**src/rtl/burst_line_adaptor_if.sv**
```systemverilog
// Bus bundle between the LLC, burst_line_adaptor and physical memory.
// slave is the adaptor's view; master is the LLC/memory environment's view.
interface burst_line_adaptor_if #(
  parameter int LINE_WIDTH  = 256,
  parameter int BURST_WIDTH = 64
);
  logic [LINE_WIDTH-1:0]  line_i;
  logic [LINE_WIDTH-1:0]  line_o;
  logic [31:0]            address_i;
  logic                   read_i;
  logic                   write_i;
  logic                   resp_o;
  logic [BURST_WIDTH-1:0] burst_i;
  logic [BURST_WIDTH-1:0] burst_o;
  logic [31:0]            address_o;
  logic                   read_o;
  logic                   write_o;
  logic                   resp_i;

  modport slave (
    input  line_i, address_i, read_i, write_i, burst_i, resp_i,
    output line_o, resp_o, burst_o, address_o, read_o, write_o
  );

  modport master (
    output line_i, address_i, read_i, write_i, burst_i, resp_i,
    input  line_o, resp_o, burst_o, address_o, read_o, write_o
  );
endinterface

```
**src/rtl/burst_line_adaptor.sv**
```systemverilog
// Converts one LINE_WIDTH-bit line read/write into BEATS memory beats of BURST_WIDTH bits.
// Optional critical-word-first wrap ordering is enabled by defining CWF_WRAP_EN.
module burst_line_adaptor #(
  parameter int LINE_WIDTH  = 256,
  parameter int BURST_WIDTH = 64
) (
  input logic clk,
  input logic rst,
  burst_line_adaptor_if.slave bus
);

  localparam int BEATS    = LINE_WIDTH / BURST_WIDTH;
  localparam int OFF_BITS = $clog2(LINE_WIDTH / 8);
  localparam int SUB_BITS = $clog2(BURST_WIDTH / 8);
  localparam int CNT_W    = (BEATS > 1) ? $clog2(BEATS) : 1;

`ifdef CWF_WRAP_EN
  localparam logic [31:0] ADDR_MASK = ~((32'd1 << SUB_BITS) - 32'd1);
`else
  localparam logic [31:0] ADDR_MASK = ~((32'd1 << OFF_BITS) - 32'd1);
`endif

  generate
    if (BEATS < 2 || (BEATS & (BEATS - 1)) != 0 || (LINE_WIDTH % BURST_WIDTH) != 0) begin : g_bad_params
      $error("burst_line_adaptor: LINE_WIDTH/BURST_WIDTH must be a power of two >= 2");
    end
  endgenerate

  typedef enum logic [1:0] {IDLE, READ, WRITE, DONE} state_t;

  state_t state;
  state_t next_state;

  logic [CNT_W-1:0] count;
  logic [CNT_W-1:0] start;
  logic [CNT_W-1:0] idx;
  logic             last_beat;

  logic [BEATS-1:0][BURST_WIDTH-1:0] line_buf;
  logic [BEATS-1:0][BURST_WIDTH-1:0] merged;

  // The counter wraps in CNT_W bits, which gives the modulo-BEATS beat index for free.
  assign idx       = start + count;
  assign last_beat = bus.resp_i && (count == CNT_W'(BEATS - 1));

  // Line buffer with the incoming read beat already placed, so line_o can be loaded on the last beat.
  always_comb begin
    merged      = line_buf;
    merged[idx] = bus.burst_i;
  end

  always_ff @(posedge clk) begin
    if (rst) begin
      state <= IDLE;
    end else begin
      state <= next_state;
    end
  end

  always_comb begin
    next_state = state;
    case (state)
      IDLE: begin
        if (bus.write_i) begin
          next_state = WRITE;
        end else if (bus.read_i) begin
          next_state = READ;
        end
      end
      READ, WRITE: begin
        if (last_beat) begin
          next_state = DONE;
        end
      end
      DONE:    next_state = IDLE;
      default: next_state = IDLE;
    endcase
  end

  always_comb begin
    bus.read_o  = 1'b0;
    bus.write_o = 1'b0;
    bus.resp_o  = 1'b0;
    bus.burst_o = '0;
    case (state)
      READ:  bus.read_o = 1'b1;
      WRITE: begin
        bus.write_o = 1'b1;
        bus.burst_o = line_buf[idx];
      end
      DONE:    bus.resp_o = 1'b1;
      default: ;
    endcase
  end

`ifdef CWF_WRAP_EN
  always_ff @(posedge clk) begin
    if (rst) begin
      start <= '0;
    end else if (state == IDLE && (bus.write_i || bus.read_i)) begin
      start <= bus.address_i[OFF_BITS-1:SUB_BITS];
    end
  end
`else
  assign start = '0;
`endif

  // Request capture, beat counting and read-beat assembly; a reset abandons any partial line.
  always_ff @(posedge clk) begin
    if (rst) begin
      count         <= '0;
      bus.line_o    <= '0;
      bus.address_o <= '0;
    end else begin
      case (state)
        IDLE: begin
          if (bus.write_i || bus.read_i) begin
            count         <= '0;
            bus.address_o <= bus.address_i & ADDR_MASK;
            if (bus.write_i) begin
              line_buf <= bus.line_i;
            end
          end
        end
        READ: begin
          if (bus.resp_i) begin
            line_buf <= merged;
            count    <= count + 1'b1;
            if (last_beat) begin
              bus.line_o <= merged;
            end
          end
        end
        WRITE: begin
          if (bus.resp_i) begin
            count <= count + 1'b1;
          end
        end
        default: ;
      endcase
    end
  end

endmodule

```
**src/flat_wrapper.sv**
```systemverilog
// flat-port wrapper written by rule: the top's interface ports become plain ports
module burst_line_adaptor_flat 
#(
  parameter int LINE_WIDTH  = 256,
  parameter int BURST_WIDTH = 64
)
  (clk, rst, bus_line_i, bus_address_i, bus_read_i, bus_write_i, bus_burst_i, bus_resp_i, bus_line_o, bus_resp_o, bus_burst_o, bus_address_o, bus_read_o, bus_write_o);
  burst_line_adaptor_if #(.LINE_WIDTH(LINE_WIDTH), .BURST_WIDTH(BURST_WIDTH)) bus_i ();
  input logic clk;
  input logic rst;
  input wire logic [$bits(bus_i.line_i)-1:0] bus_line_i;
  input wire logic [$bits(bus_i.address_i)-1:0] bus_address_i;
  input wire logic [$bits(bus_i.read_i)-1:0] bus_read_i;
  input wire logic [$bits(bus_i.write_i)-1:0] bus_write_i;
  input wire logic [$bits(bus_i.burst_i)-1:0] bus_burst_i;
  input wire logic [$bits(bus_i.resp_i)-1:0] bus_resp_i;
  output wire logic [$bits(bus_i.line_o)-1:0] bus_line_o;
  output wire logic [$bits(bus_i.resp_o)-1:0] bus_resp_o;
  output wire logic [$bits(bus_i.burst_o)-1:0] bus_burst_o;
  output wire logic [$bits(bus_i.address_o)-1:0] bus_address_o;
  output wire logic [$bits(bus_i.read_o)-1:0] bus_read_o;
  output wire logic [$bits(bus_i.write_o)-1:0] bus_write_o;
  assign bus_i.line_i = bus_line_i;
  assign bus_i.address_i = bus_address_i;
  assign bus_i.read_i = bus_read_i;
  assign bus_i.write_i = bus_write_i;
  assign bus_i.burst_i = bus_burst_i;
  assign bus_i.resp_i = bus_resp_i;
  assign bus_line_o = bus_i.line_o;
  assign bus_resp_o = bus_i.resp_o;
  assign bus_burst_o = bus_i.burst_o;
  assign bus_address_o = bus_i.address_o;
  assign bus_read_o = bus_i.read_o;
  assign bus_write_o = bus_i.write_o;
  burst_line_adaptor #(.LINE_WIDTH(LINE_WIDTH), .BURST_WIDTH(BURST_WIDTH)) u_core (.clk(clk), .rst(rst), .bus(bus_i));
endmodule
```
**config.mk**
```make
export PLATFORM = sky130hd
export DESIGN_NAME = burst_line_adaptor_flat
export DESIGN_NICKNAME = d
export VERILOG_FILES = /design/src/rtl/burst_line_adaptor_if.sv /design/src/rtl/burst_line_adaptor.sv /design/src/flat_wrapper.sv
export SDC_FILE = /design/constraint.sdc
export NUM_CORES = 1
export LEC_CHECK = 0
export CAP_MARGIN = 10
export CORE_AREA = 2 2 275 277
export CTS_CLUSTER_DIAMETER = 30
export DETAILED_ROUTE_END_ITERATION = 6
export DIE_AREA = 0 0 277 279
export HOLD_SLACK_MARGIN = 0.06
export PLACE_DENSITY = 0.59
export SYNTH_ARGS = -nofsm -noshare
export SYNTH_HDL_FRONTEND = slang
export SYNTH_SLANG_ARGS = --single-unit
```
**constraint.sdc**
```tcl
create_clock -name clk -period 34.5 [get_ports clk]
set_input_delay 8.625 -clock clk [delete_from_list [all_inputs] [get_ports clk]]
set_output_delay 8.625 -clock clk [all_outputs]
set_load 0.1 [all_outputs]
```
# [Yosys cells after proc, flatten, opt, wreduce, memory -nomap -nowiden]
# Index checks and enable logic that the tools add are counted.
[op_classes] n_addsub=1 order_cmp=2 eq_ne=10 mux=20 bitwise_logic=1 reduce_logical=12
[op_table] operator="$mux W256" count=3
[op_table] operator="$pmux W256 S2" count=1
[op_table] operator="$bwmux W256" count=1
[op_table] operator="$mux W64" count=3
[op_table] operator="$bmux W64 S2" count=1
[op_table] operator="$demux W64 S2" count=1
[op_table] operator="$mux W2" count=5
[op_table] operator="$eq A2 B2 Y1 const B" count=3
[op_table] operator="$ne A2 B1 Y1 const B" count=3
[op_table] operator="$pmux W2 S3" count=1
[op_table] operator="$reduce_and A3 Y1" count=2
[op_table] operator="$reduce_and A5 Y1" count=1
[op_table] operator="$ne A2 B2 Y1 const B" count=2
[op_table] operator="$pmux W2 S2" count=1
[op_table] operator="$reduce_and A2 Y1" count=2
[op_table] operator="$reduce_bool A2 Y1" count=2
[op_table] operator="$lt A2 B3 Y1 const B" count=1
[op_table] operator="$mux W1" count=3
[op_table] operator="$ne A3 B3 Y1 const B" count=1
[op_table] operator="$add A2 B1 Y2 const B" count=1
[op_table] operator="$eq A2 B1 Y1 const B" count=1
[op_table] operator="$ge A2 B1 Y1 const B" count=1
[op_table] operator="$logic_and A1 B1 Y1" count=2
[op_table] operator="$logic_not A2 Y1" count=1
[op_table] operator="3 further kinds" count=3
[word_totals] ff_bits=543 input_bits=357 output_inout_bits=355 elab_cells=54

# [Longest topological paths before layout]
[logic_depth] depth_word=7 depth_mapped=8 depth_no_buf=5

# [Worst setup path after synthesis]
# OpenSTA, ideal clock, no wires.
[synth_timing] kind="input to register" startpoint="input rst" endpoint="register u_core.line_buf[0] (netlist bit) (enable)" setup_ps=1189 arrival_ps=26241 t_required_ps=33311 slack_ps=7070 cell_stages=3 path_buffers=2 cell_sequence="buf_2 -> clkbuf_1 -> nor3_1"
[synth_via] elab_chain_cells=2
[synth_rtl] item="from (decl)" line="flat_wrapper.sv:10" rtl="input logic rst;"
[synth_rtl] item="$not A1 Y1 (no source line)"
[synth_rtl] item="$reduce_and A5 Y1 (no source line)"
[synth_rtl] item="to (signal assigned)" line="burst_line_adaptor.sv:121" rtl="line_buf <= bus.line_i;"
[synth_rtl] item="to (signal assigned)" line="burst_line_adaptor.sv:127" rtl="line_buf <= merged;"
[synth_rtl] item="to (decl)" line="burst_line_adaptor.sv:39" rtl="logic [BEATS-1:0][BURST_WIDTH-1:0] line_buf;"
# No other way between the ends.
# A chain may end at the register's enable or synchronous reset.

# [Worst setup path in the final report]
[layout_timing] startpoint="register u_core.count[0]" endpoint="output bus_burst_o[32]"
[layout_via] elab_chain_cells=3
[layout_rtl] item="from (decl)" line="burst_line_adaptor.sv:34" rtl="logic [CNT_W-1:0] count;"
[layout_rtl] item="from (signal assigned)" line="burst_line_adaptor.sv:128" rtl="count <= count + 1'b1;"
[layout_rtl] item="from (signal assigned)" line="burst_line_adaptor.sv:136" rtl="count <= count + 1'b1;"
[layout_rtl] item="$bmux W64 S2" line="burst_line_adaptor.sv:89" rtl="bus.burst_o = line_buf[idx];"
[layout_rtl] item="$mux W64 (not written as such)" line="burst_line_adaptor.sv:89"
[layout_rtl] item="$mux W64" line="burst_line_adaptor.sv:85" rtl="case (state)"
[layout_rtl] item="to (decl)" line="flat_wrapper.sv:19" rtl="output wire logic [$bits(bus_i.burst_o)-1:0] bus_burst_o;"
# No other way between the ends. The select of a mux whose other input is x is not followed.

==> flow_summary_export.csv <==
group,metric,value,unit
run_status,run_status,"completed",
logic_synthesis,xor_and_xnor_fraction_of_the_mapped_netlist_area,0,
run,drv.max_cap_violation_count,0,
grt,number_of_global_route_vias_before_repair,21194,
logic_synthesis,number_of_synthesized_register_bits,543,
routing,drt_pre_antenna_iters,5,
logic_synthesis,synth_adder_area_share,0.00454,
logic_synthesis,synth_sequential_area_ratio,0.542,
routing,detail-route-antenna-nets,0,
routing,num_vias,21143,
clock_tree,clk_transition_reported_paths,40,ps
floorplan,initial_core_util,0.335,
layout,layout_common_cells,"699 x sky130_fd_sc_hd__clkdlybuf4s50_1, 449 x sky130_fd_sc_hd__nor2_1, 348 x sky130_fd_sc_hd__a21oi_1, 285 x sky130_fd_sc_hd__dfxtp_1, 259 x sky130_fd_sc_hd__mux2i_1",
timing,maxSlewHeadroom,0.217,
clock_tree,holdBufCountCts,0,
floorplan,pin_count,712,
worst_hold_path,hp-class,"reg -> reg",
logic_synthesis,area_fraction_in_compound_gates_after_synthesis,0.131,
clock_tree,h-tree-depth,4,
logic_synthesis,synth_cells,2345,
timing,max_slew.worst_pin.slew,1170,ps
routing,detail_route.iter0.violations,1295,
layout,syn2layout_area_growth,50.5,%
floorplan,dieWidth,277,µm
clock_tree,max-clock-path-buffers,3,
timing,grt_setup_unrepaired,"no",
layout,fraction_of_layout_instances_using_a_drive_strength_above_1,0.104,
layout,mostFrequentLayoutCell,"sky130_fd_sc_hd__clkdlybuf4s50_1",
setup_path,worst_setup_path_start_kind,"register",
placed_design,pre_cts_ws,21970,ps
setup_path,worstPathArrival,4290,ps
clock_tree,postCtsSetupRepairBufs,0,
timing,setup_tns,0,ps
placed_design,port_buffers,701,
clock_tree,postCtsResizedCells,0,
logic_synthesis,syn_area_per_cell,10.6,µm²
setup_path,timing_worst_setup_path_type,"reg -> out",
timing,drv_slew,0,
logic_synthesis,synth_cell_types,32,
grt,grt_antenna_before_repair,22,
grt,global_route.usage.total,0.232,
timing,hold_violations,0,
clock_tree,cts_root_buffer,"sky130_fd_sc_hd__clkbuf_16",
timing,hold-worst-slack,452,ps
setup_path,crit_path_end_kind,"output pin",
power,total_leakage_power,12.8,nW
logic_synthesis,synth_top_area_cell,"sky130_fd_sc_hd__edfxtp_1",
routing,routed_wl,92400,µm
timing,timing.clock.skew,37.2,ps
logic_synthesis,synth_top_family_by_area,"multiplexers",
logic_synthesis,netlist.area_leader.share,0.310,
routing,vias_per_cell,5.15,
clock_tree,cts_made_buffers,136,
setup_path,critical_path_peak_fanout,36,
clock_tree,clock_tree_from_tritoncts,"done",
setup_path,worst-endpoint-required,25870,ps
clock_tree,clock_sinks,543,
timing,maxClockFrequency,0.0774,GHz
placed_design,dp_hpwl,60200,µm
timing,layout_worst_path_cycle_share,0.374,
floorplan,die-area,77300,µm²
grt,grt_overflow_total,0,
logic_synthesis,synth_area,24800,µm²
routing,drt_drc_violations_left,0,
timing,worst_slack,21580,ps
floorplan,num_rows,100,
floorplan,core-area,74100,µm²
logic_synthesis,synth_simple_gate_area_share,0.114,
timing,min_period,12920,ps
grt,grt_max_degree,199,
grt,grt_pass1_wl,136000,µm
placed_design,routabilityCongestion,0.855,
power,vdd_ir_drop_max,0.0000563,V
timing,total_of_endpoints_with_negative_setup_slack_in_the_final_report,0,
clock_tree,clkLatencyLatePin,700,ps
floorplan,die_y,279,µm
power,power_density,80.9,nW/µm²
routing,wl_per_cell,22.5,µm
layout,num-nets-final,3369,
logic_synthesis,yosys-top-cells-area,"sky130_fd_sc_hd__edfxtp_1 31%, sky130_fd_sc_hd__dfxtp_1 23%, sky130_fd_sc_hd__mux2i_1 10%",
logic_synthesis,synth.area.mux_share,0.163,
logic_synthesis,synth.yosys.warnings,0,
## cells by family (layout without fill, tap and decap cells)
group	Yosys count	count (layout)
and+or+nand+nor	708	708
muxes	323	323
other	1	25
buffers and inverters	212	980
DFF	543	543
adders and majority gates	9	9
AOI/OAI and AO/OA	549	549
## cell type report
type | count | area, µm²
Inverter | 5 | 18.8
Tap cell | 969 | 1210
Clock inverter | 68 | 1090
Multi-Input combinational cell | 1594 | 10300
Sequential cell | 543 | 13400
Clock buffer | 184 | 3940
Timing Repair Buffer | 723 | 7210
Fill cell | 6696 | 36800
Antenna cell | 20 | 50.0
## report_power, final
part,total [mW],switching (mW),internal (mW)
Combinational,0.776,0.534,0.243
Clock,1.37,0.419,0.954
Sequential,0.870,0.0503,0.820
Total,3.02,1.00,2.02
## per-layer routing
| layer | part of all wire | global-route usage | up-vias |
|---|---|---|---|
| li1 | - | - | 9811 |
| met1 | 0.41 | 0.282 | 10373 |
| met2 | 0.49 | 0.383 | 775 |
| met3 | 0.068 | 0.0618 | 182 |
| met4 | 0.036 | 0.110 | 2 |
| met5 | 0.00012 | 0 | - |
## worst max-delay path: stages, from the launching register on
cell	delay, ps
sky130_fd_sc_hd__dfxtp_4	930
sky130_fd_sc_hd__buf_4	770
sky130_fd_sc_hd__mux4_2	590
sky130_fd_sc_hd__and2_1	170
sky130_fd_sc_hd__clkdlybuf4s50_1	1030
## flip-flops by register name, indices dropped and copies added (netlist names)
name and flops:
u_core.line_buf 256, u_core.bus.address_o 27, u_core.bus.line_o 256, u_core.state 2, u_core.count 2
## final timing paths
kind | startpoint | to | slack (ps) | depth (start not counted)
max reg2reg | u_core.count[0] | u_core.bus.line_o[32] | 29550 | 6
min | u_core.bus.line_o[219] | u_core.bus.line_o[219] | 450 | 2
max | u_core.count[0] | bus_burst_o[32] | 21580 | 4
min reg2reg | u_core.bus.line_o[219] | u_core.bus.line_o[219] | 450 | 2
## through the flow
| stage | total power, mW | cells | util | cell area [µm²] |
|---|---|---|---|---|
| after floorplan | 1.48 | 2349 | - | 24800 |
| after global placement | 1.64 | 3834 | 0.435 | 32200 |
| after detailed placement | 1.66 | 3834 | 0.435 | 32200 |
| after CTS | 3.04 | 4086 | 0.503 | 37300 |
| after global routing | 3.14 | 4103 | 0.504 | 37300 |
| final | 3.02 | 4106 | 0.504 | 37300 |
## synth_stat cells, drive strengths merged
cell type  number
nor2          449
a21oi         348
dfxtp         287
mux2i         259
edfxtp        256
a211oi        192
nand2         187
buf           126
clkbuf         81
and2           64
mux4           64
ha              9
inv             5
nand3           2
nor2b           2
o21ai           2
o31ai           2
a2111o          1
a31oi           1
and3            1
conb            1
nor3            1
nor3b           1
o211ai          1
o21a            1
o311ai          1
or3             1
Note: power is estimated with default switching activity, not from simulation.
